===== src/rtl/alu_reservation_station_if.sv =====
// Dispatch, CDB snoop and ALU issue signals of the ALU reservation station.
// slave  : seen from the reservation station
// master : seen from the surrounding dispatch / CDB / ALU logic (or a bench)
interface alu_rs_if #(
  parameter int TYPE_BIT      = 4,
  parameter int ROB_INDEX_BIT = 4
);
  logic                     disp_valid;
  logic [TYPE_BIT-1:0]      disp_type;
  logic [31:0]              disp_vj;
  logic [31:0]              disp_vk;
  logic [ROB_INDEX_BIT-1:0] disp_qj;
  logic [ROB_INDEX_BIT-1:0] disp_qk;
  logic                     disp_qj_busy;
  logic                     disp_qk_busy;
  logic [ROB_INDEX_BIT-1:0] disp_rob_id;
  logic                     full;

  logic                     cdb_alu_ready;
  logic [ROB_INDEX_BIT-1:0] cdb_alu_rob_id;
  logic [31:0]              cdb_alu_result;
  logic                     cdb_lsb_ready;
  logic [ROB_INDEX_BIT-1:0] cdb_lsb_rob_id;
  logic [31:0]              cdb_lsb_result;

  logic                     alu_req;
  logic [TYPE_BIT-1:0]      alu_type;
  logic [31:0]              alu_r1;
  logic [31:0]              alu_r2;
  logic [ROB_INDEX_BIT-1:0] alu_rob_id;

  modport slave (
    input  disp_valid, disp_type, disp_vj, disp_vk, disp_qj, disp_qk,
           disp_qj_busy, disp_qk_busy, disp_rob_id,
           cdb_alu_ready, cdb_alu_rob_id, cdb_alu_result,
           cdb_lsb_ready, cdb_lsb_rob_id, cdb_lsb_result,
    output full, alu_req, alu_type, alu_r1, alu_r2, alu_rob_id
  );

  modport master (
    output disp_valid, disp_type, disp_vj, disp_vk, disp_qj, disp_qk,
           disp_qj_busy, disp_qk_busy, disp_rob_id,
           cdb_alu_ready, cdb_alu_rob_id, cdb_alu_result,
           cdb_lsb_ready, cdb_lsb_rob_id, cdb_lsb_result,
    input  full, alu_req, alu_type, alu_r1, alu_r2, alu_rob_id
  );
endinterface


===== src/rtl/alu_reservation_station.sv =====
// ALU reservation station: buffers dispatched ALU/branch/JALR ops, wakes pending
// operands from the ALU and LSB CDB ports, issues one ready op per cycle.
// Optional macro RS_AGE_ORDER_EN: issue the oldest ready op relative to
// rob_head_in instead of the lowest-index one (adds port rob_head_in).
module alu_reservation_station #(
  parameter int RS_SIZE_BIT   = 3,
  parameter int TYPE_BIT      = 4,
  parameter int ROB_INDEX_BIT = 4
) (
  input  logic                     clk_in,
  input  logic                     rst_n_in,
  input  logic                     rdy_in,
  input  logic                     clear_in,
`ifdef RS_AGE_ORDER_EN
  input  logic [ROB_INDEX_BIT-1:0] rob_head_in,
`endif
  alu_rs_if.slave                  bus
);
  localparam int RS_SIZE = 1 << RS_SIZE_BIT;
  localparam int RB      = ROB_INDEX_BIT;

  // Entry state; busy flags are control and take the reset, payload does not.
  logic [RS_SIZE-1:0]  r_busy;
  logic [RS_SIZE-1:0]  r_qj_busy;
  logic [RS_SIZE-1:0]  r_qk_busy;
  logic [TYPE_BIT-1:0] r_type [RS_SIZE];
  logic [31:0]         r_vj   [RS_SIZE];
  logic [31:0]         r_vk   [RS_SIZE];
  logic [RB-1:0]       r_qj   [RS_SIZE];
  logic [RB-1:0]       r_qk   [RS_SIZE];
  logic [RB-1:0]       r_rob  [RS_SIZE];

  logic [32:0]            w_wk_j [RS_SIZE];
  logic [32:0]            w_wk_k [RS_SIZE];
  logic [32:0]            w_dp_j;
  logic [32:0]            w_dp_k;
  logic [RS_SIZE-1:0]     w_cand;
  logic                   w_has_cand;
  logic [RS_SIZE_BIT-1:0] w_sel;
  logic [RS_SIZE_BIT-1:0] w_free_idx;
  logic                   w_full;
  logic                   w_issue;
  logic                   w_disp;

  // Operand snoop: returns {still_pending, value}. ALU port has priority.
  function automatic logic [32:0] snoop(
    input logic          pend,
    input logic [RB-1:0] q,
    input logic [31:0]   v,
    input logic          a_rdy,
    input logic [RB-1:0] a_id,
    input logic [31:0]   a_res,
    input logic          l_rdy,
    input logic [RB-1:0] l_id,
    input logic [31:0]   l_res
  );
    if (pend && a_rdy && (a_id == q))      return {1'b0, a_res};
    else if (pend && l_rdy && (l_id == q)) return {1'b0, l_res};
    else                                   return {pend, v};
  endfunction

  assign w_dp_j = snoop(bus.disp_qj_busy, bus.disp_qj, bus.disp_vj,
                        bus.cdb_alu_ready, bus.cdb_alu_rob_id, bus.cdb_alu_result,
                        bus.cdb_lsb_ready, bus.cdb_lsb_rob_id, bus.cdb_lsb_result);
  assign w_dp_k = snoop(bus.disp_qk_busy, bus.disp_qk, bus.disp_vk,
                        bus.cdb_alu_ready, bus.cdb_alu_rob_id, bus.cdb_alu_result,
                        bus.cdb_lsb_ready, bus.cdb_lsb_rob_id, bus.cdb_lsb_result);

  // Wakeup view of every stored operand against both CDB ports.
  always_comb begin
    for (int i = 0; i < RS_SIZE; i++) begin
      w_wk_j[i] = snoop(r_qj_busy[i], r_qj[i], r_vj[i],
                        bus.cdb_alu_ready, bus.cdb_alu_rob_id, bus.cdb_alu_result,
                        bus.cdb_lsb_ready, bus.cdb_lsb_rob_id, bus.cdb_lsb_result);
      w_wk_k[i] = snoop(r_qk_busy[i], r_qk[i], r_vk[i],
                        bus.cdb_alu_ready, bus.cdb_alu_rob_id, bus.cdb_alu_result,
                        bus.cdb_lsb_ready, bus.cdb_lsb_rob_id, bus.cdb_lsb_result);
    end
  end

  assign w_cand = r_busy & ~r_qj_busy & ~r_qk_busy;
  assign w_full = &r_busy;

`ifdef RS_AGE_ORDER_EN
  logic [RB-1:0] w_age [RS_SIZE];
  logic [RB-1:0] w_best_age;

  // Program-order distance of each entry from the ROB head (modular).
  always_comb begin
    for (int i = 0; i < RS_SIZE; i++) begin
      w_age[i] = r_rob[i] - rob_head_in;
    end
  end

  // Issue select: oldest ready entry.
  always_comb begin
    w_has_cand = 1'b0;
    w_sel      = '0;
    w_best_age = '0;
    for (int i = 0; i < RS_SIZE; i++) begin
      if (w_cand[i] && (!w_has_cand || (w_age[i] < w_best_age))) begin
        w_has_cand = 1'b1;
        w_sel      = RS_SIZE_BIT'(i);
        w_best_age = w_age[i];
      end
    end
  end
`else
  // Issue select: lowest-index ready entry.
  always_comb begin
    w_has_cand = 1'b0;
    w_sel      = '0;
    for (int i = 0; i < RS_SIZE; i++) begin
      if (w_cand[i] && !w_has_cand) begin
        w_has_cand = 1'b1;
        w_sel      = RS_SIZE_BIT'(i);
      end
    end
  end
`endif

  // Dispatch target: lowest-index free entry of the pre-edge state.
  always_comb begin
    w_free_idx = '0;
    for (int i = RS_SIZE - 1; i >= 0; i--) begin
      if (!r_busy[i]) w_free_idx = RS_SIZE_BIT'(i);
    end
  end

  assign w_issue = w_has_cand && rdy_in && !clear_in;
  assign w_disp  = bus.disp_valid && !w_full && rdy_in && !clear_in;

  assign bus.full       = w_full;
  assign bus.alu_req    = w_issue;
  assign bus.alu_type   = w_has_cand ? r_type[w_sel] : '0;
  assign bus.alu_r1     = w_has_cand ? r_vj[w_sel]   : '0;
  assign bus.alu_r2     = w_has_cand ? r_vk[w_sel]   : '0;
  assign bus.alu_rob_id = w_has_cand ? r_rob[w_sel]  : '0;

  // Control: allocate on dispatch, free on issue/flush, clear pending flags on wakeup.
  always_ff @(posedge clk_in or negedge rst_n_in) begin
    if (!rst_n_in) begin
      r_busy    <= '0;
      r_qj_busy <= '0;
      r_qk_busy <= '0;
    end else if (rdy_in) begin
      if (clear_in) begin
        r_busy <= '0;
      end else begin
        for (int i = 0; i < RS_SIZE; i++) begin
          r_qj_busy[i] <= w_wk_j[i][32];
          r_qk_busy[i] <= w_wk_k[i][32];
          if (w_issue && (w_sel == RS_SIZE_BIT'(i))) r_busy[i] <= 1'b0;
          if (w_disp && (w_free_idx == RS_SIZE_BIT'(i))) begin
            r_busy[i]    <= 1'b1;
            r_qj_busy[i] <= w_dp_j[32];
            r_qk_busy[i] <= w_dp_k[32];
          end
        end
      end
    end
  end

  // Payload: written on dispatch (with same-cycle forwarding), updated on wakeup.
  always_ff @(posedge clk_in) begin
    if (rdy_in && !clear_in) begin
      for (int i = 0; i < RS_SIZE; i++) begin
        if (w_disp && (w_free_idx == RS_SIZE_BIT'(i))) begin
          r_type[i] <= bus.disp_type;
          r_vj[i]   <= w_dp_j[31:0];
          r_vk[i]   <= w_dp_k[31:0];
          r_qj[i]   <= bus.disp_qj;
          r_qk[i]   <= bus.disp_qk;
          r_rob[i]  <= bus.disp_rob_id;
        end else begin
          r_vj[i]   <= w_wk_j[i][31:0];
          r_vk[i]   <= w_wk_k[i][31:0];
        end
      end
    end
  end
endmodule


===== src/flat_wrapper.sv =====
// flat-port wrapper written by rule: the top's interface ports become plain ports
module alu_reservation_station_flat 
#(
  parameter int RS_SIZE_BIT   = 3,
  parameter int TYPE_BIT      = 4,
  parameter int ROB_INDEX_BIT = 4
)
  (clk_in, rst_n_in, rdy_in, clear_in, bus_disp_valid, bus_disp_type, bus_disp_vj, bus_disp_vk, bus_disp_qj, bus_disp_qk, bus_disp_qj_busy, bus_disp_qk_busy, bus_disp_rob_id, bus_cdb_alu_ready, bus_cdb_alu_rob_id, bus_cdb_alu_result, bus_cdb_lsb_ready, bus_cdb_lsb_rob_id, bus_cdb_lsb_result, bus_full, bus_alu_req, bus_alu_type, bus_alu_r1, bus_alu_r2, bus_alu_rob_id);
  alu_rs_if #(.TYPE_BIT(TYPE_BIT), .ROB_INDEX_BIT(ROB_INDEX_BIT)) bus_i ();
  input  logic clk_in;
  input  logic rst_n_in;
  input  logic rdy_in;
  input  logic clear_in;
  input wire logic [$bits(bus_i.disp_valid)-1:0] bus_disp_valid;
  input wire logic [$bits(bus_i.disp_type)-1:0] bus_disp_type;
  input wire logic [$bits(bus_i.disp_vj)-1:0] bus_disp_vj;
  input wire logic [$bits(bus_i.disp_vk)-1:0] bus_disp_vk;
  input wire logic [$bits(bus_i.disp_qj)-1:0] bus_disp_qj;
  input wire logic [$bits(bus_i.disp_qk)-1:0] bus_disp_qk;
  input wire logic [$bits(bus_i.disp_qj_busy)-1:0] bus_disp_qj_busy;
  input wire logic [$bits(bus_i.disp_qk_busy)-1:0] bus_disp_qk_busy;
  input wire logic [$bits(bus_i.disp_rob_id)-1:0] bus_disp_rob_id;
  input wire logic [$bits(bus_i.cdb_alu_ready)-1:0] bus_cdb_alu_ready;
  input wire logic [$bits(bus_i.cdb_alu_rob_id)-1:0] bus_cdb_alu_rob_id;
  input wire logic [$bits(bus_i.cdb_alu_result)-1:0] bus_cdb_alu_result;
  input wire logic [$bits(bus_i.cdb_lsb_ready)-1:0] bus_cdb_lsb_ready;
  input wire logic [$bits(bus_i.cdb_lsb_rob_id)-1:0] bus_cdb_lsb_rob_id;
  input wire logic [$bits(bus_i.cdb_lsb_result)-1:0] bus_cdb_lsb_result;
  output wire logic [$bits(bus_i.full)-1:0] bus_full;
  output wire logic [$bits(bus_i.alu_req)-1:0] bus_alu_req;
  output wire logic [$bits(bus_i.alu_type)-1:0] bus_alu_type;
  output wire logic [$bits(bus_i.alu_r1)-1:0] bus_alu_r1;
  output wire logic [$bits(bus_i.alu_r2)-1:0] bus_alu_r2;
  output wire logic [$bits(bus_i.alu_rob_id)-1:0] bus_alu_rob_id;
  assign bus_i.disp_valid = bus_disp_valid;
  assign bus_i.disp_type = bus_disp_type;
  assign bus_i.disp_vj = bus_disp_vj;
  assign bus_i.disp_vk = bus_disp_vk;
  assign bus_i.disp_qj = bus_disp_qj;
  assign bus_i.disp_qk = bus_disp_qk;
  assign bus_i.disp_qj_busy = bus_disp_qj_busy;
  assign bus_i.disp_qk_busy = bus_disp_qk_busy;
  assign bus_i.disp_rob_id = bus_disp_rob_id;
  assign bus_i.cdb_alu_ready = bus_cdb_alu_ready;
  assign bus_i.cdb_alu_rob_id = bus_cdb_alu_rob_id;
  assign bus_i.cdb_alu_result = bus_cdb_alu_result;
  assign bus_i.cdb_lsb_ready = bus_cdb_lsb_ready;
  assign bus_i.cdb_lsb_rob_id = bus_cdb_lsb_rob_id;
  assign bus_i.cdb_lsb_result = bus_cdb_lsb_result;
  assign bus_full = bus_i.full;
  assign bus_alu_req = bus_i.alu_req;
  assign bus_alu_type = bus_i.alu_type;
  assign bus_alu_r1 = bus_i.alu_r1;
  assign bus_alu_r2 = bus_i.alu_r2;
  assign bus_alu_rob_id = bus_i.alu_rob_id;
  alu_reservation_station #(.RS_SIZE_BIT(RS_SIZE_BIT), .TYPE_BIT(TYPE_BIT), .ROB_INDEX_BIT(ROB_INDEX_BIT)) u_core (.clk_in(clk_in), .rst_n_in(rst_n_in), .rdy_in(rdy_in), .clear_in(clear_in), .bus(bus_i));
endmodule

===== config.mk =====
export PLATFORM = sky130hd
export DESIGN_NAME = alu_reservation_station_flat
export DESIGN_NICKNAME = d
export VERILOG_FILES = /design/src/rtl/alu_reservation_station_if.sv /design/src/rtl/alu_reservation_station.sv /design/src/flat_wrapper.sv
export SDC_FILE = /design/constraint.sdc
export NUM_CORES = 2
export LEC_CHECK = 0
export CAP_MARGIN = 0
export CORE_MARGIN = 2
export CORE_UTILIZATION = 50
export DETAILED_ROUTE_END_ITERATION = 8
export PLACE_DENSITY = 0.75
export SYNTH_ARGS = -nofsm -noshare
export SYNTH_HDL_FRONTEND = slang
export SYNTH_SLANG_ARGS = --single-unit

===== constraint.sdc =====
create_clock -name clk_in -period 4.75 [get_ports clk_in]
set_input_delay 0.475 -clock clk_in [delete_from_list [all_inputs] [get_ports clk_in]]
set_output_delay 0.475 -clock clk_in [all_outputs]
set_load 0.01 [all_outputs]

==> impl_metrics.csv <==
group,metric,value,unit
critical_path,crit_family,"simple AND/OR/NAND/NOR gates",
cts,cts.sinks,664,
route,wirelength,153000,um
logic_synthesis,synth_ff_type,"edfxtp_1",
critical_path,path_buf_inv,2,
timing,fmax,208,MHz
route,drtIter0Drc,4950,
logic_synthesis,syn_area_per_cell,11.4,sq um
route,post-route-drc-count,0,
logic_synthesis,seq_area_frac_synth,0.470,
route,viasPerCell,6.95,
logic_synthesis,synth_fp_nets,3877,
cts,cts_tree,"done",
pwr,leakagePower,19.3,nW
cts,clk_latency,630,ps
timing,finalHoldViolations,0,
floorplanning,fp.dieH,294,um
floorplanning,dieArea,86700,sq um
pwr,irDropWorstVdd,0.000259,V
critical_path,required,4280,ps
finish,diodes,0,
critical_path,cp_cell_sequence,"or3b_2 > nand4_4 > nor3_2 > buf_12 > a221oi_1 > o221ai_1 > clkdlybuf4s50_1",
timing,fin_skew,20.7,ps
cts,clockBufferDepth,3,
logic_synthesis,postSynth.asyncResetShare,0.0361,
finish,register_area,19800,sq um
route,firstDrtPassIters,7,
finish,finish.utilization,0.578,
placed_design,placed_area,45800,sq um
grt,antenna_found_initial,0,
cts,h-tree-depth,3,
grt,grt_overflow,0,
finish,final_nets,3940,
floorplanning,fp.dieW,294,um
route,ant_nets,0,
timing,maxSlewViolCount,0,
route,wl_per_cell,31.1,um
logic_synthesis,synthCells,3716,
critical_path,startpoint_type,"register",
critical_path,cpMaxStageDelayCell,"clkdlybuf4s50_1",
critical_path,crit_type,"reg2out",
grt,grt_pass1_vias,33341,
logic_synthesis,synthTopCellsByArea,"edfxtp_1 46%, mux2i_1 21%, o41ai_2 2.6%",
grt,grt_max_degree,78,
finish,multi_input_area,20100,sq um
critical_path,slowest_delay,660,ps
timing,fin_crit,4820,ps
floorplanning,row_count,106,
placed_design,numPlacedInstances,4769,
logic_synthesis,netlist.area_leader.share,0.455,
placed_design,dp_slack,487,ps
floorplanning,coreArea,83600,sq um
floorplanning,initial_utilization,0.505,
run,maxCapViolations,0,
logic_synthesis,synth.most_common_cell,"mux2i_1",
grt,track_usage,0.342,
placed_design,dp_hpwl,90100,um
timing,worstMarginPinSlew,1240,ps
cts,cts.reportedPaths.clkPinSlew,60,ps
status,violations,"setup timing",
timing,setup_violations,4,
finish,drive_gt1_frac,0.138,
timing,fin_crit_sh,1.01,
logic_synthesis,ys_ff_latch,664,
logic_synthesis,synth_edf_count,640,
pwr,p_per_area,362,nW/um^2
cts,numCtsBuffers,74,
critical_path,cp-end-kind,"primary output",
placed_design,io_buffers,234,
logic_synthesis,synth.cell_area,42200,sq um
timing,hold_ws,228,ps
finish,instances_no_fill,4916,
floorplanning,ios,235,
placed_design,gp_congestion,0.926,
logic_synthesis,synthTopCellsByCount,"869 x mux2i_1, 640 x edfxtp_1, 245 x nor2_1, 204 x clkbuf_1, 175 x a21oi_1",
timing,setup_ws,-67.2,ps
logic_synthesis,synth_cell_types,71,
finish,fillCellCount,6831,
timing,relSlewSlack,0.166,
finish,finalInstanceArea,48300,sq um
cts,clock-root-buffer,"clkbuf_16",
finish,area_delta_synth_final,14.5,%
logic_synthesis,synth_area_leader_cell,"edfxtp_1",
logic_synthesis,yosys_warnings,0,
cts,holdBufCountCts,0,
hold_path,hold_path.class,"in2async",
status,outcome,"finished with violations",
route,num_vias,34174,
critical_path,path_max_fanout,61,
grt,grt_pass1_wl,220000,um
critical_path,crit_arrival,4340,ps
final timing paths:
check,start,endpoint,slack (ps),cells after the start
worst min register to register,u_core.r_busy[6],u_core.r_busy[6],520,2
worst max register to register,u_core.r_busy[7],u_core.r_vk[4][15],1440,7
worst max-delay path,u_core.r_busy[0],bus_alu_r2[21],-70,7
worst min-delay path,rst_n_in,u_core.r_qj_busy[6],230,2
max in group asynchronous,rst_n_in,u_core.r_qj_busy[1],4220,2
min in group clk_in,u_core.r_busy[6],u_core.r_busy[6],520,2
per-layer routing:
metal	vias up	GRT usage	share of wire
met1	16590	0.428	0.36
met4	0	0.199	0.064
li1	14238	-	-
met3	619	0.0796	0.12
met2	2727	0.544	0.45
met5	-	0	0
cells by family after synthesis:
logic type,count (synthesis),synth area share
xor+xnor,102,0.0212
compound gates,866,0.158
mux,933,0.231
simple gates,548,0.0592
flops,664,0.470
buf+inv,603,0.0612
final cells by class:
cell class	instances	area share
tap	1080	0.0280
clock buffer	91	0.0418
timing repair buffer	408	0.0840
sequential	664	0.410
multi-input combinational	2452	0.416
inverter	179	0.0139
clock inverter	42	0.00598
registers in the layout (all words and copies together), names as in the netlist:
register and cells:
u_core.r_vj 256, u_core.r_vk 256, u_core.r_qj 32, u_core.r_qk 32, u_core.r_rob 32, u_core.r_type 32, u_core.r_busy 8, u_core.r_qj_busy 8
u_core.r_qk_busy 8
timing repair:
action	4_1_cts	5_1_grt
resized for setup	1	7
buffers inserted	4	7
cloned	0	3
endpoints found under the hold margin	0	0
setup endpoints to repair	41	17
pin swaps	0	4
placed cells by master (no fill, tap or decap), drive strengths merged, types with 60 or more instances in the layout:
cell	instances
o221ai	76
xor2	60
inv	180
buf	174
a21o	77
nor3	60
o41ai	72
clkbuf	91
clkdlybuf4s50	234
a221oi	72
o31ai	71
nand2	117
edfxtp	640
mux2i	898
o21ai	128
a211oi	76
nor2	252
a21oi	179
worst reg2reg max path: stages (launching register included):
cell	delay [ps]
dfrtp_1	380
and2b_2	240
o21ai_0	160
a21oi_1	170
o21ai_0	680
nand2_1	420
nand2_2	630
buf_12	310
power breakdown:
group / total [W] / internal [W] / switching, W
Sequential: 0.00665 / 0.00657 / 0.0000809
Combinational: 0.00520 / 0.00214 / 0.00306
Clock: 0.00567 / 0.00319 / 0.00248
stage by stage:
step,TNS (ps),power (W)
3_5_place_dp,0,0.0118
3_3_place_gp,0,0.0117
6_report,-117,0.0175
4_1_cts,0,0.0174
2_1_floorplan,0,0.00958
5_1_grt,-12.1,0.0180
No activity file was read; power rests on OpenSTA's default activity.
